### src/rtl/conv_result_collector_pkg.sv
// Shared definitions for the convolution result collector: FSM encoding,
// frame-size and packing helpers, and the default packed word width.
package conv_pkg;

  localparam int WORD_BITS_DEF = 32;

  typedef enum logic [1:0] {
    ST_IDLE    = 2'd0,
    ST_COLLECT = 2'd1,
    ST_DONE    = 2'd2
  } state_t;

  // Number of valid convolution outputs for a square image and kernel.
  function automatic int out_pix(input int img_length, input int kernel_size);
    return (img_length - kernel_size + 1) * (img_length - kernel_size + 1);
  endfunction

  // Number of whole pixels that fit into one packed word.
  function automatic int ppw(input int word_bits, input int bits);
    return word_bits / bits;
  endfunction

endpackage

### src/rtl/conv_result_collector_if.sv
// Stream-side and host-side handshake signals of the result collector.
// The master drives pixels and the host ready; the slave is the collector.
interface conv_result_collector_if
  import conv_pkg::*;
#(
  parameter int BITS      = 9,
  parameter int WORD_BITS = WORD_BITS_DEF
) ();

  logic                 frame_start;
  logic                 in_valid;
  logic [BITS-1:0]      in_pixel;
  logic                 out_valid;
  logic                 out_ready;
  logic [WORD_BITS-1:0] out_data;

  modport master (
    output frame_start, in_valid, in_pixel, out_ready,
    input  out_valid, out_data
  );

  modport slave (
    input  frame_start, in_valid, in_pixel, out_ready,
    output out_valid, out_data
  );

endinterface

### src/rtl/conv_result_collector_sync_fifo.sv
// Show-ahead synchronous FIFO. The head word is visible whenever the FIFO
// is non-empty; a pop in the same cycle frees a slot for a push even when full.
module conv_sync_fifo
  import conv_pkg::*;
#(
  parameter int WIDTH = WORD_BITS_DEF,
  parameter int DEPTH = 16
) (
  input  logic             clk,
  input  logic             reset,
  input  logic             push,
  input  logic [WIDTH-1:0] push_data,
  input  logic             pop,
  input  logic             flush,
  output logic [WIDTH-1:0] head_data,
  output logic             full,
  output logic             empty
);

  localparam int AW = $clog2(DEPTH);

  logic [WIDTH-1:0] mem [DEPTH];
  logic [AW:0]      wr_ptr;
  logic [AW:0]      rd_ptr;
  logic             do_push;
  logic             do_pop;

  // Status flags, effective push/pop and the show-ahead head word.
  always_comb begin
    empty     = (wr_ptr == rd_ptr);
    full      = (wr_ptr[AW] != rd_ptr[AW]) && (wr_ptr[AW-1:0] == rd_ptr[AW-1:0]);
    do_pop    = pop && !empty;
    do_push   = push && (!full || do_pop);
    head_data = empty ? '0 : mem[rd_ptr[AW-1:0]];
  end

  // Pointer update; flush and reset both return to the empty state.
  always_ff @(posedge clk) begin
    if (!reset) begin
      wr_ptr <= '0;
      rd_ptr <= '0;
    end else if (flush) begin
      wr_ptr <= '0;
      rd_ptr <= '0;
    end else begin
      if (do_push) wr_ptr <= wr_ptr + (AW+1)'(1);
      if (do_pop)  rd_ptr <= rd_ptr + (AW+1)'(1);
    end
  end

  // Storage write; contents need no reset because empty gates the head.
  always_ff @(posedge clk) begin
    if (reset && !flush && do_push) mem[wr_ptr[AW-1:0]] <= push_data;
  end

endmodule

### src/rtl/conv_result_collector.sv
// Collects convolution output pixels, packs them LSB-first into words,
// buffers the words for the host and reports frame completion and overflow.
module conv_result_collector
  import conv_pkg::*;
#(
  parameter int BITS        = 9,
  parameter int KERNEL_SIZE = 3,
  parameter int IMG_LENGTH  = 16,
  parameter int WORD_BITS   = WORD_BITS_DEF,
  parameter int FIFO_DEPTH  = 16,
  localparam int OUT_PIX    = out_pix(IMG_LENGTH, KERNEL_SIZE),
  localparam int PPW        = ppw(WORD_BITS, BITS),
  localparam int CNT_W      = $clog2(OUT_PIX + 1),
  localparam int LANE_W     = (PPW > 1) ? $clog2(PPW) : 1
) (
  input  logic                   clk,
  input  logic                   reset,
  conv_result_collector_if.slave bus,
  output logic [CNT_W-1:0]       pixel_count,
  output logic                   frame_done,
  output logic                   overflow
);

  state_t               state;
  state_t               next_state;
  logic                 start;
  logic                 restart;
  logic                 accept;
  logic [LANE_W-1:0]    lane_idx;
  logic [PPW*BITS-1:0]  pack_bits;
  logic [PPW*BITS-1:0]  next_pack;
  logic [WORD_BITS-1:0] packed_word;
  logic                 word_complete;
  logic                 push_pending;
  logic [WORD_BITS-1:0] push_word;
  logic                 fifo_push;
  logic                 fifo_full;
  logic                 fifo_empty;
  logic                 pop_req;
  logic                 drop;
  logic [WORD_BITS-1:0] fifo_head;

  // State register.
  always_ff @(posedge clk) begin
    if (!reset) state <= ST_IDLE;
    else        state <= next_state;
  end

  // Next state and per-cycle control; DONE is entered on the edge that pushes the last word.
  always_comb begin
    next_state = state;
    start      = 1'b0;
    restart    = 1'b0;
    accept     = 1'b0;
    frame_done = 1'b0;
    case (state)
      ST_IDLE: begin
        if (bus.frame_start) begin
          start      = 1'b1;
          next_state = ST_COLLECT;
        end
      end
      ST_COLLECT: begin
        if (bus.frame_start) begin
          start   = 1'b1;
          restart = 1'b1;
        end else begin
          accept = bus.in_valid && (pixel_count < CNT_W'(OUT_PIX));
          if (push_pending && (pixel_count == CNT_W'(OUT_PIX))) next_state = ST_DONE;
        end
      end
      ST_DONE: begin
        frame_done = 1'b1;
        if (bus.frame_start) begin
          start      = 1'b1;
          next_state = ST_COLLECT;
        end
      end
      default: next_state = ST_IDLE;
    endcase
  end

  // Packer lane insertion and word completion (full word or last pixel of the frame).
  always_comb begin
    next_pack = pack_bits;
    next_pack[lane_idx*BITS +: BITS] = bus.in_pixel;
    packed_word = '0;
    packed_word[PPW*BITS-1:0] = next_pack;
    word_complete = (lane_idx == LANE_W'(PPW - 1)) || (pixel_count == CNT_W'(OUT_PIX - 1));
  end

  // FIFO handshake and overflow detection; a restart cancels any pending push.
  always_comb begin
    pop_req   = bus.out_ready && !fifo_empty;
    fifo_push = push_pending && !restart;
    drop      = fifo_push && fifo_full && !pop_req;
  end

  // Pixel counter, packer, pending-word register and sticky overflow.
  always_ff @(posedge clk) begin
    if (!reset) begin
      pixel_count  <= '0;
      lane_idx     <= '0;
      pack_bits    <= '0;
      push_pending <= 1'b0;
      push_word    <= '0;
      overflow     <= 1'b0;
    end else begin
      push_pending <= 1'b0;
      if (start) begin
        pixel_count <= '0;
        lane_idx    <= '0;
        pack_bits   <= '0;
      end else if (accept) begin
        pixel_count <= pixel_count + CNT_W'(1);
        if (word_complete) begin
          push_pending <= 1'b1;
          push_word    <= packed_word;
          pack_bits    <= '0;
          lane_idx     <= '0;
        end else begin
          pack_bits <= next_pack;
          lane_idx  <= lane_idx + LANE_W'(1);
        end
      end
      if (start)     overflow <= 1'b0;
      else if (drop) overflow <= 1'b1;
    end
  end

  conv_sync_fifo #(
    .WIDTH (WORD_BITS),
    .DEPTH (FIFO_DEPTH)
  ) u_fifo (
    .clk       (clk),
    .reset     (reset),
    .push      (fifo_push),
    .push_data (push_word),
    .pop       (bus.out_ready),
    .flush     (restart),
    .head_data (fifo_head),
    .full      (fifo_full),
    .empty     (fifo_empty)
  );

  assign bus.out_valid = !fifo_empty;
  assign bus.out_data  = fifo_head;

endmodule
### src/flat_wrapper.sv
// flat-port wrapper written by rule: the top's interface ports become plain ports
module conv_result_collector_flat import conv_pkg::*;
#(
  parameter int BITS        = 9,
  parameter int KERNEL_SIZE = 3,
  parameter int IMG_LENGTH  = 16,
  parameter int WORD_BITS   = WORD_BITS_DEF,
  parameter int FIFO_DEPTH  = 16,
  localparam int OUT_PIX    = out_pix(IMG_LENGTH, KERNEL_SIZE),
  localparam int PPW        = ppw(WORD_BITS, BITS),
  localparam int CNT_W      = $clog2(OUT_PIX + 1),
  localparam int LANE_W     = (PPW > 1) ? $clog2(PPW) : 1
)
  (clk, reset, pixel_count, frame_done, overflow, bus_frame_start, bus_in_valid, bus_in_pixel, bus_out_ready, bus_out_valid, bus_out_data);
  conv_result_collector_if #(.BITS(BITS), .WORD_BITS(WORD_BITS)) bus_i ();
  input  logic clk;
  input  logic reset;
  output logic [CNT_W-1:0] pixel_count;
  output logic frame_done;
  output logic overflow;
  input wire logic [$bits(bus_i.frame_start)-1:0] bus_frame_start;
  input wire logic [$bits(bus_i.in_valid)-1:0] bus_in_valid;
  input wire logic [$bits(bus_i.in_pixel)-1:0] bus_in_pixel;
  input wire logic [$bits(bus_i.out_ready)-1:0] bus_out_ready;
  output wire logic [$bits(bus_i.out_valid)-1:0] bus_out_valid;
  output wire logic [$bits(bus_i.out_data)-1:0] bus_out_data;
  assign bus_i.frame_start = bus_frame_start;
  assign bus_i.in_valid = bus_in_valid;
  assign bus_i.in_pixel = bus_in_pixel;
  assign bus_i.out_ready = bus_out_ready;
  assign bus_out_valid = bus_i.out_valid;
  assign bus_out_data = bus_i.out_data;
  conv_result_collector #(.BITS(BITS), .KERNEL_SIZE(KERNEL_SIZE), .IMG_LENGTH(IMG_LENGTH), .WORD_BITS(WORD_BITS), .FIFO_DEPTH(FIFO_DEPTH)) u_core (.clk(clk), .reset(reset), .bus(bus_i), .pixel_count(pixel_count), .frame_done(frame_done), .overflow(overflow));
endmodule
### config.mk
export PLATFORM = sky130hd
export DESIGN_NAME = conv_result_collector_flat
export DESIGN_NICKNAME = d
export VERILOG_FILES = /design/src/rtl/conv_result_collector_pkg.sv /design/src/rtl/conv_result_collector_if.sv /design/src/rtl/conv_result_collector_sync_fifo.sv /design/src/rtl/conv_result_collector.sv /design/src/flat_wrapper.sv
export SDC_FILE = /design/constraint.sdc
export NUM_CORES = 1
export LEC_CHECK = 0
export BUFFER_PORTS_ARGS = -buffer_cell sky130_fd_sc_hd__clkbuf_2
export CORE_MARGIN = 4
export CORE_UTILIZATION = 50
export DETAILED_ROUTE_END_ITERATION = 6
export PLACE_DENSITY_LB_ADDON = 0.2
export SYNTH_ARGS = -nofsm -noshare
export SYNTH_HDL_FRONTEND = slang
export SYNTH_SLANG_ARGS = --single-unit
### constraint.sdc
create_clock -name clk -period 5.1 [get_ports clk]
set_clock_uncertainty 0.1 [all_clocks]
set_input_delay 0 -clock clk [delete_from_list [all_inputs] [get_ports clk]]
set_output_delay 0 -clock clk [all_outputs]
set_load 0.01 [all_outputs]
==> After elaboration in Yosys (flattened, before gate mapping) <==
Memory sizes are Yosys's and may differ from the RTL's. A register that Yosys moved wholly into a read port is not among the register bits.
Cells that the tools add are included.
{ "word_totals": {"ff_bits": 78, "ramBits": 432, "inputBits": 14, "out_inout_bits": 43, "word_cells": 76, "memories": 1} }
{ "mem_list": {"columns": ["memory", "depth", "width", "read_ports", "rd_ports_with_merged_regs", "write_ports", "line", "text"], "rows": [
  ["u_core.u_fifo.mem", 16, 27, 1, 1, 1, "conv_result_collector_sync_fifo.sv:22", "logic [WIDTH-1:0] mem [DEPTH];"]
]} }
{ "op_classes": {"n_addsub": 5, "multipliers": 1, "magnitude_cmp": 1, "n_eq_ne": 11, "shift": 2, "n_mux": 19, "n_bitwise": 3, "reduce_logical": 24} }
{ "op_table": {"columns": ["cell", "count"], "rows": [
  ["$neg 6->34", 1],
  ["$shift 9x34->27 const A", 1],
  ["$shiftx 9x34->27", 1],
  ["$mux 32", 1],
  ["$bwmux 27", 1],
  ["$mux 27", 1],
  ["$eq 8x8->1 const B", 2],
  ["$add 5x1->5 const B", 2],
  ["$logic_and 1x1->1", 10],
  ["$mux 1", 9],
  ["$add 8x1->8 const B", 1],
  ["$lt 8x8->1 const B", 1],
  ["$mux 2", 4],
  ["$mux 4", 2],
  ["$mul 2x4->6 const B", 1],
  ["$reduce_and 3->1", 2],
  ["$reduce_or 2->1", 3],
  ["$reduce_or 3->1", 2],
  ["$eq 5x5->1", 1],
  ["$eq 2x2->1 const B", 2],
  ["$eq 4x4->1", 1],
  ["$logic_not 1->1", 4],
  ["$ne 2x1->1 const B", 2],
  ["$pmux 2 s2", 1],
  ["other kinds (7)", 10]
]} }

==> Depth between registers and ports, before layout <==
Gate-level depths: netlist of the first run.
{ "depth": {"depth_word": 8, "depth_mapped": 7, "depth_no_buf": 6} }

==> Cells and area by module <==
Synthesis of the first run repeated with hierarchy kept, for this count alone.
{ "hier_totals": {"hier_cells": 1205, "area_unflattened_um2": 22799.4} }
{ "by_module_without_submodules": {"columns": ["module", "n_inst", "cells_each", "area_each_um2", "seq_area_each_um2"], "rows": [
  ["conv_sync_fifo", 1, 876, 19941.6, 15655.0],
  ["conv_result_collector", 1, 329, 2857.7, 1361.3]
]} }

==> Least setup slack after synthesis of the first run <==
No wires, ideal clock.
{ "synth_timing": {"kind": "flip-flop to flip-flop", "start": "register u_core.u_fifo.rd_ptr[4]", "end": "memory u_core.u_fifo.mem[5][0] (netlist bit) (enable)", "setup_time_ns": 0.489, "t_arrival_ns": 4.170, "required_ns": 4.511, "setup_slack_ns": 0.341, "path_stages_with_launch": 6, "path_buffers": 1, "synth_period_minus_slack_ns": 4.759, "cell_sequence": "dfxtp_1 xnor2_1 nor2_1 a21o_1 buf_2 nor4b_1"} }
{ "synth_between": {"elab_chain_len": 8, "word_cells_on_any_way": 11, "cone_classes": "eq/ne: 2; mux: 2; reduce/logical: 7"} }
{ "synth_lines": {"columns": ["item", "line", "text"], "rows": [
  ["start, declared", "conv_result_collector_sync_fifo.sv:24", "logic [AW:0] rd_ptr;"],
  ["start signal, assigned", "conv_result_collector_sync_fifo.sv:47", "if (do_pop) rd_ptr <= rd_ptr + (AW+1)'(1);"],
  ["$eq 5x5->1 / $ne 1x1->1 (equally long branches)", "conv_result_collector_sync_fifo.sv:30, conv_result_collector_sync_fifo.sv:31", null],
  ["$logic_not 1->1 / $logic_and 1x1->1 (equally long branches)", "conv_result_collector_sync_fifo.sv:32, conv_result_collector_sync_fifo.sv:31", null],
  ["$logic_and 1x1->1 / $logic_not 1->1 (equally long branches)", "conv_result_collector_sync_fifo.sv:32, conv_result_collector_sync_fifo.sv:33", null],
  ["$logic_or 1x1->1 *", "conv_result_collector_sync_fifo.sv:33", "do_push = push && (!full || do_pop);"],
  ["$logic_and 1x1->1 *", "conv_result_collector_sync_fifo.sv:33", null],
  ["$logic_and 1x1->1 *", "conv_result_collector_sync_fifo.sv:53", "if (reset && !flush && do_push) mem[wr_ptr[AW-1:0]] <= push_data;"],
  ["$mux 1 *", "conv_result_collector_sync_fifo.sv:53", null],
  ["$mux 1 (not written as such) *", "conv_result_collector_sync_fifo.sv:53", null],
  ["end, declared", "conv_result_collector_sync_fifo.sv:22", null]
]} }
Mark *: on every way between the ends. The rest lies on a longest branch, timed or not.

==> Worst setup path in the final report of the first run <==
{ "layout_timing": {"start": "register u_core.u_fifo.wr_ptr[3]", "end": "output port bus_out_data[0]"} }
{ "layout_between": {"elab_chain_len": 2} }
{ "layout_lines": {"columns": ["item", "line", "text"], "rows": [
  ["start, declared", "conv_result_collector_sync_fifo.sv:23", "logic [AW:0] wr_ptr;"],
  ["start signal, assigned", "conv_result_collector_sync_fifo.sv:46", "if (do_push) wr_ptr <= wr_ptr + (AW+1)'(1);"],
  ["$eq 5x5->1", "conv_result_collector_sync_fifo.sv:30", "empty = (wr_ptr == rd_ptr);"],
  ["$mux 32", "conv_result_collector_sync_fifo.sv:34", "head_data = empty ? '0 : mem[rd_ptr[AW-1:0]];"],
  ["end, declared", "flat_wrapper.sv:26", "output wire logic [$bits(bus_i.out_data)-1:0] bus_out_data;"]
]} }
No other way between the ends.

==> impl_metrics.json, run 1 <==
{
  "outcome": "completed",
  "gpl.final_weighted_congestion": 0.798,
  "post_route_cells_drive_above_1_share_pct": 26.3,
  "detail_route.first_pass.iterations": 5,
  "grtUsageTotal_pct": 19.1,
  "ys_seq_area_share_pct": 73.6,
  "postSynth.topFlopCell": "sky130_fd_sc_hd__edfxtp_1",
  "power.ir.vdd_worst_v": 0.000236,
  "hold_path.class": "in -> reg",
  "timing_hold_violations_final": 0,
  "post-route-min-period_ps": 3230,
  "vias_in_the_first_global_route": 10500,
  "ioPinCount": 57,
  "cts_resized": 0,
  "placed_area_mm2": 0.0208,
  "route.final.wire_length_um": 41200,
  "netlist.top_cell.by_area": "sky130_fd_sc_hd__edfxtp_1",
  "syn-mean-instance-area_um2": 18.8,
  "synthesis.yosys.warnings": 0,
  "commonest_non_fill_non_tap_cell_in_the_layout": "sky130_fd_sc_hd__edfxtp_1",
  "number_of_flops_mapped_to_enable_cells_by_yosys": 432,
  "dp_cells": 1599,
  "antenna_found_initial": 0,
  "final.setup.tns_ps": 0,
  "slew-limit-headroom_pct": 21.6,
  "required_arrival_time_at_the_worst_endpoint_ps": 5000,
  "count_of_unresolved_drc_violations_after_routing": 0,
  "post-cts-setup-buffers": 0,
  "timing.final.crit_share_pct": 63.3,
  "grt_pass1_wl_um": 63700,
  "clock_buffers_created_by_tritoncts": 50,
  "vias_per_cell": 5.97,
  "crit_path_end": "bus_out_data[0]",
  "initial_utilization_pct": 51.0,
  "power.density_mw_per_mm2": 354,
  "cp_data_arrival_time_ps": 3130,
  "die-area_mm2": 0.0429,
  "clock-root-buffer": "sky130_fd_sc_hd__clkbuf_16",
  "synth_adder_area_share_pct": 0.757,
  "die_y_um": 207,
  "syn_inst": 1056,
  "design_area_mm2": 0.0225,
  "postRouteAntennaNets": 0,
  "cts-htree-levels": 2,
  "dieWidth_um": 207,
  "clkLatencyLatePin_ps": 560,
  "clk_pin_slew_ps": 60,
  "synth.lib_cells_used.distinct": 49,
  "critical_path_peak_fanout": 28,
  "synth_top_area_share_pct": 65.4,
  "core-area_mm2": 0.0389,
  "rsz0062_at_grt": "no",
  "synth_top_cells_by_area": "sky130_fd_sc_hd__edfxtp_1 (65%), sky130_fd_sc_hd__mux4_2 (12%), sky130_fd_sc_hd__dfxtp_1 (8.3%), sky130_fd_sc_hd__o22ai_1 (1.7%), sky130_fd_sc_hd__a211oi_2 (1.4%)",
  "final_cell_mix": "sky130_fd_sc_hd__edfxtp_1 (432), sky130_fd_sc_hd__mux4_2 (108), sky130_fd_sc_hd__dfxtp_1 (79), sky130_fd_sc_hd__o22ai_1 (54), sky130_fd_sc_hd__clkbuf_2 (51)",
  "transition_time_of_the_tightest_slew_check_pin_ps": 1170,
  "leakagePower_nw": 8.07,
  "postSynth.asyncResetShare_pct": 0,
  "worst_setup_path_start_kind": "flip-flop",
  "synth-seq-cells": 514,
  "multi_input_area_mm2": 0.00497,
  "synth_compound_gate_area_share_pct": 6.75,
  "port-buffer-count": 51,
  "timing.final.max_slew_violations": 0,
  "worst_setup_path_end_kind": "output pin",
  "fmax_ghz": 0.310,
  "rows": 72,
  "finalNonFillerCells": 1706,
  "remaining_global_route_overflow": 0,
  "cts.path.max_buffers": 3,
  "final_nets": 1173,
  "drt_iter0_markers": 874,
  "class_of_the_most_critical_setup_path": "reg -> out",
  "synthSimpleGateAreaFrac_pct": 3.87,
  "synth_xor_area_share_pct": 0.485,
  "post-layout-total-power_mw": 7.97,
  "cts_sinks": 514,
  "hpwl_um": 24400,
  "via_count_of_the_routed_design": 10200,
  "area_growth_syn_to_layout_pct": 13.3,
  "maxCapViolations": 0,
  "synth.mux.area_fraction_pct": 12.6,
  "post_drt_wl_per_cell_um": 24.1,
  "worst-r2r-setup-slack_ps": 1920,
  "fillerInstances": 2966,
  "num_antenna_cells": 0,
  "critical_path_start": "u_core.u_fifo.wr_ptr[3]$_SDFFE_PP0P_",
  "layout.area.seq_mm2": 0.0146,
  "tritoncts": "yes",
  "reg2reg_depth": 5,
  "regToRegEndpoint": "u_core.u_fifo.mem[12][17]$_DFFE_PP_",
  "dominant_combinational_cell_family_by_area_after_synthesis": "multiplexers",
  "worst_hold_slack_after_final_layout_ps": 234,
  "setup_viol_count_final": 0,
  "netlist_area_before_placement_mm2": 0.0198,
  "grt_start_max_net_pins": 56,
  "worst_r2r_startpoint": "u_core.u_fifo.rd_ptr[4]$_SDFFE_PP0N_"
}
how the worst min path moves through the flow:
stage	start	to	slack, ps	cells after the start
6_report	bus_frame_start	u_core.state[0]$_SDFFE_PN0P_	230	4
3_5_place_dp	bus_frame_start	u_core.state[1]$_SDFFE_PN0P_	170	2
4_1_cts	bus_frame_start	u_core.state[0]$_SDFFE_PN0P_	200	4
2_1_floorplan	bus_frame_start	u_core.state[1]$_SDFFE_PN0P_	-30	1
3_3_place_gp	bus_frame_start	u_core.state[1]$_SDFFE_PN0P_	170	2
5_1_grt	reset	u_core.state[0]$_SDFFE_PN0P_	250	4
what timing repair did:
| action | 4_1_cts | 5_1_grt |
|---|---|---|
| setup endpoints to repair | 0 | 0 |
| hold buffers | 14 | 0 |
| endpoints found under the hold margin | 79 | 0 |
report_power, final:
group | internal [mW] | switching [mW] | total [mW]
logic | 0.0183 | 0.0383 | 0.0566
clock network | 1.94 | 1.48 | 3.42
registers | 4.49 | 0.00178 | 4.49
total | 6.44 | 1.52 | 7.97
critical path: stages (launching register included):
cell and delay (ps):
sky130_fd_sc_hd__dfxtp_1 710, sky130_fd_sc_hd__xor2_1 160, sky130_fd_sc_hd__nor4_2 280, sky130_fd_sc_hd__buf_4 250
sky130_fd_sc_hd__and2_2 710, sky130_fd_sc_hd__nor3_1 270, sky130_fd_sc_hd__clkbuf_2 200
cells by family after synthesis:
family	count (synthesis)
AND/OR/NAND/NOR	154
flip-flops	514
XOR/XNOR	11
AO/OA/AOI/OAI	170
buffers and inverters	80
multiplexers	114
other	1
adder cells (fa/ha/maj)	12
state kept, by name, indices dropped and copies added, names as in the netlist, named ones only:
name,flops
u_core.u_fifo.wr_ptr,5
u_core.u_fifo.mem,432
u_core.pixel_count,8
u_core.lane_idx,2
u_core.u_fifo.rd_ptr,5
u_core.pack_bits,27
u_core.push_word,27
u_core.push_pending,1
u_core.state,2
u_core.overflow,1
per-stage QoR:
stage          worst slack (ps)  util [%]
4_1_cts                    1810      57.8
2_1_floorplan               341         -
5_1_grt                    1630      57.8
3_5_place_dp               1950      53.5
6_report                   1870      57.8
3_3_place_gp               2090      53.5
area by class of cell:
class                      instances  area share (%)
sequential                       514            65.1
clock inverter                    28           0.874
clock buffer                      65            5.90
tap                              518            2.88
multi-input combinational        466            22.1
timing repair buffer             101            2.96
inverter                          14           0.234
Yosys cell counts, drive strengths merged (11+ instances only):
library cell and number:
o22ai 54, nand2 29, inv 11, o2bb2ai 27, a22oi 27, edfxtp 432, nor3 37, dfxtp 82
clkbuf 31, buf 35, a211oi 31, ha 12, nor2 38, mux4 108
routing by layer:
metal / global-route usage, % / share of wire (%)
met1: 28.3 / 44
met2: 30.5 / 48
met3: 3.19 / 5.7
met4: 4.40 / 2.0
met5: 0 / 0
Note: power is estimated with default switching activity, not from simulation.
==> run 2, diff against run 1 <==
==> constraint.sdc (replaced) <==
create_clock -name clk -period 2.88 [get_ports clk]
set_clock_uncertainty 0.1 [all_clocks]
set_input_delay 0 -clock clk [delete_from_list [all_inputs] [get_ports clk]]
set_output_delay 0 -clock clk [all_outputs]
set_load 0.01 [all_outputs]
==> impl_metrics.json, run 2 (synthesis results as in run 1) <==
{
  "grt_start_max_net_pins": 56,
  "ioPinCount": 57,
  "num_antenna_cells": 0,
  "finalNonFillerCells": 1722,
  "power.density_mw_per_mm2": 625,
  "drt_iter0_markers": 860,
  "final_cell_mix": "sky130_fd_sc_hd__edfxtp_1 (432), sky130_fd_sc_hd__mux4_2 (108), sky130_fd_sc_hd__dfxtp_1 (79), sky130_fd_sc_hd__o22ai_1 (54), sky130_fd_sc_hd__clkbuf_16 (52)",
  "post_route_cells_drive_above_1_share_pct": 27.2,
  "critical_path_peak_fanout": 27,
  "required_arrival_time_at_the_worst_endpoint_ps": 2780,
  "dieWidth_um": 207,
  "final.setup.tns_ps": 0,
  "worst_r2r_startpoint": "u_core.u_fifo.rd_ptr[4]$_SDFFE_PP0N_",
  "tritoncts": "yes",
  "clock-root-buffer": "sky130_fd_sc_hd__clkbuf_16",
  "post-layout-total-power_mw": 14.3,
  "via_count_of_the_routed_design": 10200,
  "hpwl_um": 26100,
  "maxCapViolations": 0,
  "netSwitchingFraction_pct": 19.0,
  "rows": 72,
  "count_of_unresolved_drc_violations_after_routing": 0,
  "fmax_ghz": 0.366,
  "die-area_mm2": 0.0429,
  "class_of_the_most_critical_setup_path": "reg -> out",
  "final_nets": 1194,
  "dp_cells": 1618,
  "rsz0062_at_grt": "no",
  "route.final.wire_length_um": 41900,
  "commonest_non_fill_non_tap_cell_in_the_layout": "sky130_fd_sc_hd__edfxtp_1",
  "leakagePower_nw": 8.34,
  "clock_power_share_pct": 43.9,
  "postRouteAntennaNets": 0,
  "setup_viol_count_final": 0,
  "worst_setup_path_start_kind": "flip-flop",
  "hold_path.class": "in -> reg",
  "design_area_mm2": 0.0230,
  "placed_area_mm2": 0.0212,
  "cp_num_cells": 5,
  "cp_cell_sequence": "buf_12 -> mux4_2 -> o22ai_1 -> nor3_1 -> clkbuf_2",
  "cp_data_arrival_time_ps": 2630,
  "clkLatencyLatePin_ps": 580,
  "switching_power_mw": 2.72,
  "gpl.final_weighted_congestion": 0.817,
  "antenna_found_initial": 0,
  "grt_pass1_wl_um": 64300,
  "clk_pin_slew_ps": 60,
  "detailedPlace.worstSlack_ps": 375,
  "worst_setup_path_end_kind": "output pin",
  "vias_per_cell": 5.90,
  "cts_sinks": 514,
  "die_y_um": 207,
  "slew-limit-headroom_pct": 47.1,
  "clock_buffers_created_by_tritoncts": 51,
  "power_report.internal_total_mw": 11.6,
  "pwr-share-seq_pct": 55.4,
  "timing.final.crit_share_pct": 94.9,
  "remaining_global_route_overflow": 0,
  "power.ir.vdd_worst_v": 0.000473,
  "vias_in_the_first_global_route": 10400,
  "post_drt_wl_per_cell_um": 24.3,
  "area_growth_syn_to_layout_pct": 15.7,
  "timing_hold_violations_final": 0,
  "cp.buffers_inverters": 2,
  "max_stage_delay_ps": 550,
  "detail_route.first_pass.iterations": 5,
  "comb_power_share_pct": 0.7,
  "largest_register_ffs": 432,
  "final.setup.worst_slack_ps": 147,
  "timing.final.max_slew_violations": 0,
  "post-route-min-period_ps": 2730,
  "critical_path.slowest_cell": "sky130_fd_sc_hd__mux4_2",
  "initial_utilization_pct": 51.0,
  "outcome": "completed",
  "reg2reg_depth": 6,
  "cts.path.max_buffers": 3,
  "worstHoldPathCells": 4,
  "cts-htree-levels": 2,
  "holdCritStartpoint": "bus_frame_start",
  "transition_time_of_the_tightest_slew_check_pin_ps": 792,
  "top_cell_family_by_delay_on_the_critical_path": "multiplexers",
  "port-buffer-count": 51,
  "core-area_mm2": 0.0389,
  "grtUsageTotal_pct": 19.4
}
run 2: timing repair:
| action | in CTS | in global routing |
|---|---|---|
| hold buffers | 14 | 0 |
| resized for setup | 0 | 0 |
| endpoints found under the hold margin | 79 | 0 |
| endpoints found under the setup margin | 0 | 3 |
| buffers inserted | 0 | 1 |
run 2: per-layer routing:
| layer | up-vias | wire, um | share of wire [%] | global-route usage (%) |
|---|---|---|---|---|
| met2 | 276 | 20300 | 48 | 31.0 |
| met4 | 0 | 609 | 1.5 | 3.94 |
| met3 | 51 | 2380 | 5.7 | 3.32 |
| li1 | 4584 | - | - | - |
| met1 | 5245 | 18600 | 44 | 28.9 |
| met5 | - | 0 | 0 | 0 |
run 2: worst min-delay path: stages:
cell	delay, ps
sky130_fd_sc_hd__dlygate4sd3_1	520
sky130_fd_sc_hd__clkbuf_2	170
sky130_fd_sc_hd__a21oi_1	60
sky130_fd_sc_hd__nor2_1	90
run 2: stage by stage:
stage / hold WS (ps) / util (%)
finish: 187 / 59.0
global route: 201 / 59.0
CTS: 160 / 59.0
detailed placement: 176 / 54.5
global placement: 167 / 54.5
floorplan: -27.2 / -
run 2: final cells by class:
cell class | count | area [um2]
fill | 2869 | 15900
multi-input combinational | 466 | 5090
sequential | 514 | 14600
clock inverter | 18 | 174
inverter | 14 | 52.6
timing repair buffer | 121 | 973
tap | 518 | 648
clock buffer | 71 | 1400
run 2: power by group through the flow:
stage / Clock, mW / Sequential (mW) / Combinational, mW
final: 6.30 / 7.95 / 0.103
after global routing: 6.73 / 7.94 / 0.112
after CTS: 6.43 / 7.95 / 0.102
after detailed placement: 0 / 8.10 / 0.0884
after global placement: 0 / 8.10 / 0.0879
after floorplan: 0 / 8.11 / 0.0596
run 2: path summary, 6_finish.rpt:
kind | slack, ps | to
setup / recovery | 150 | bus_out_data[20]
hold / removal | 190 | u_core.state[0]$_SDFFE_PN0P_
setup reg to reg | 390 | u_core.u_fifo.mem[6][20]$_DFFE_PP_
hold reg to reg | 360 | u_core.pack_bits[22]$_SDFFE_PP0P_
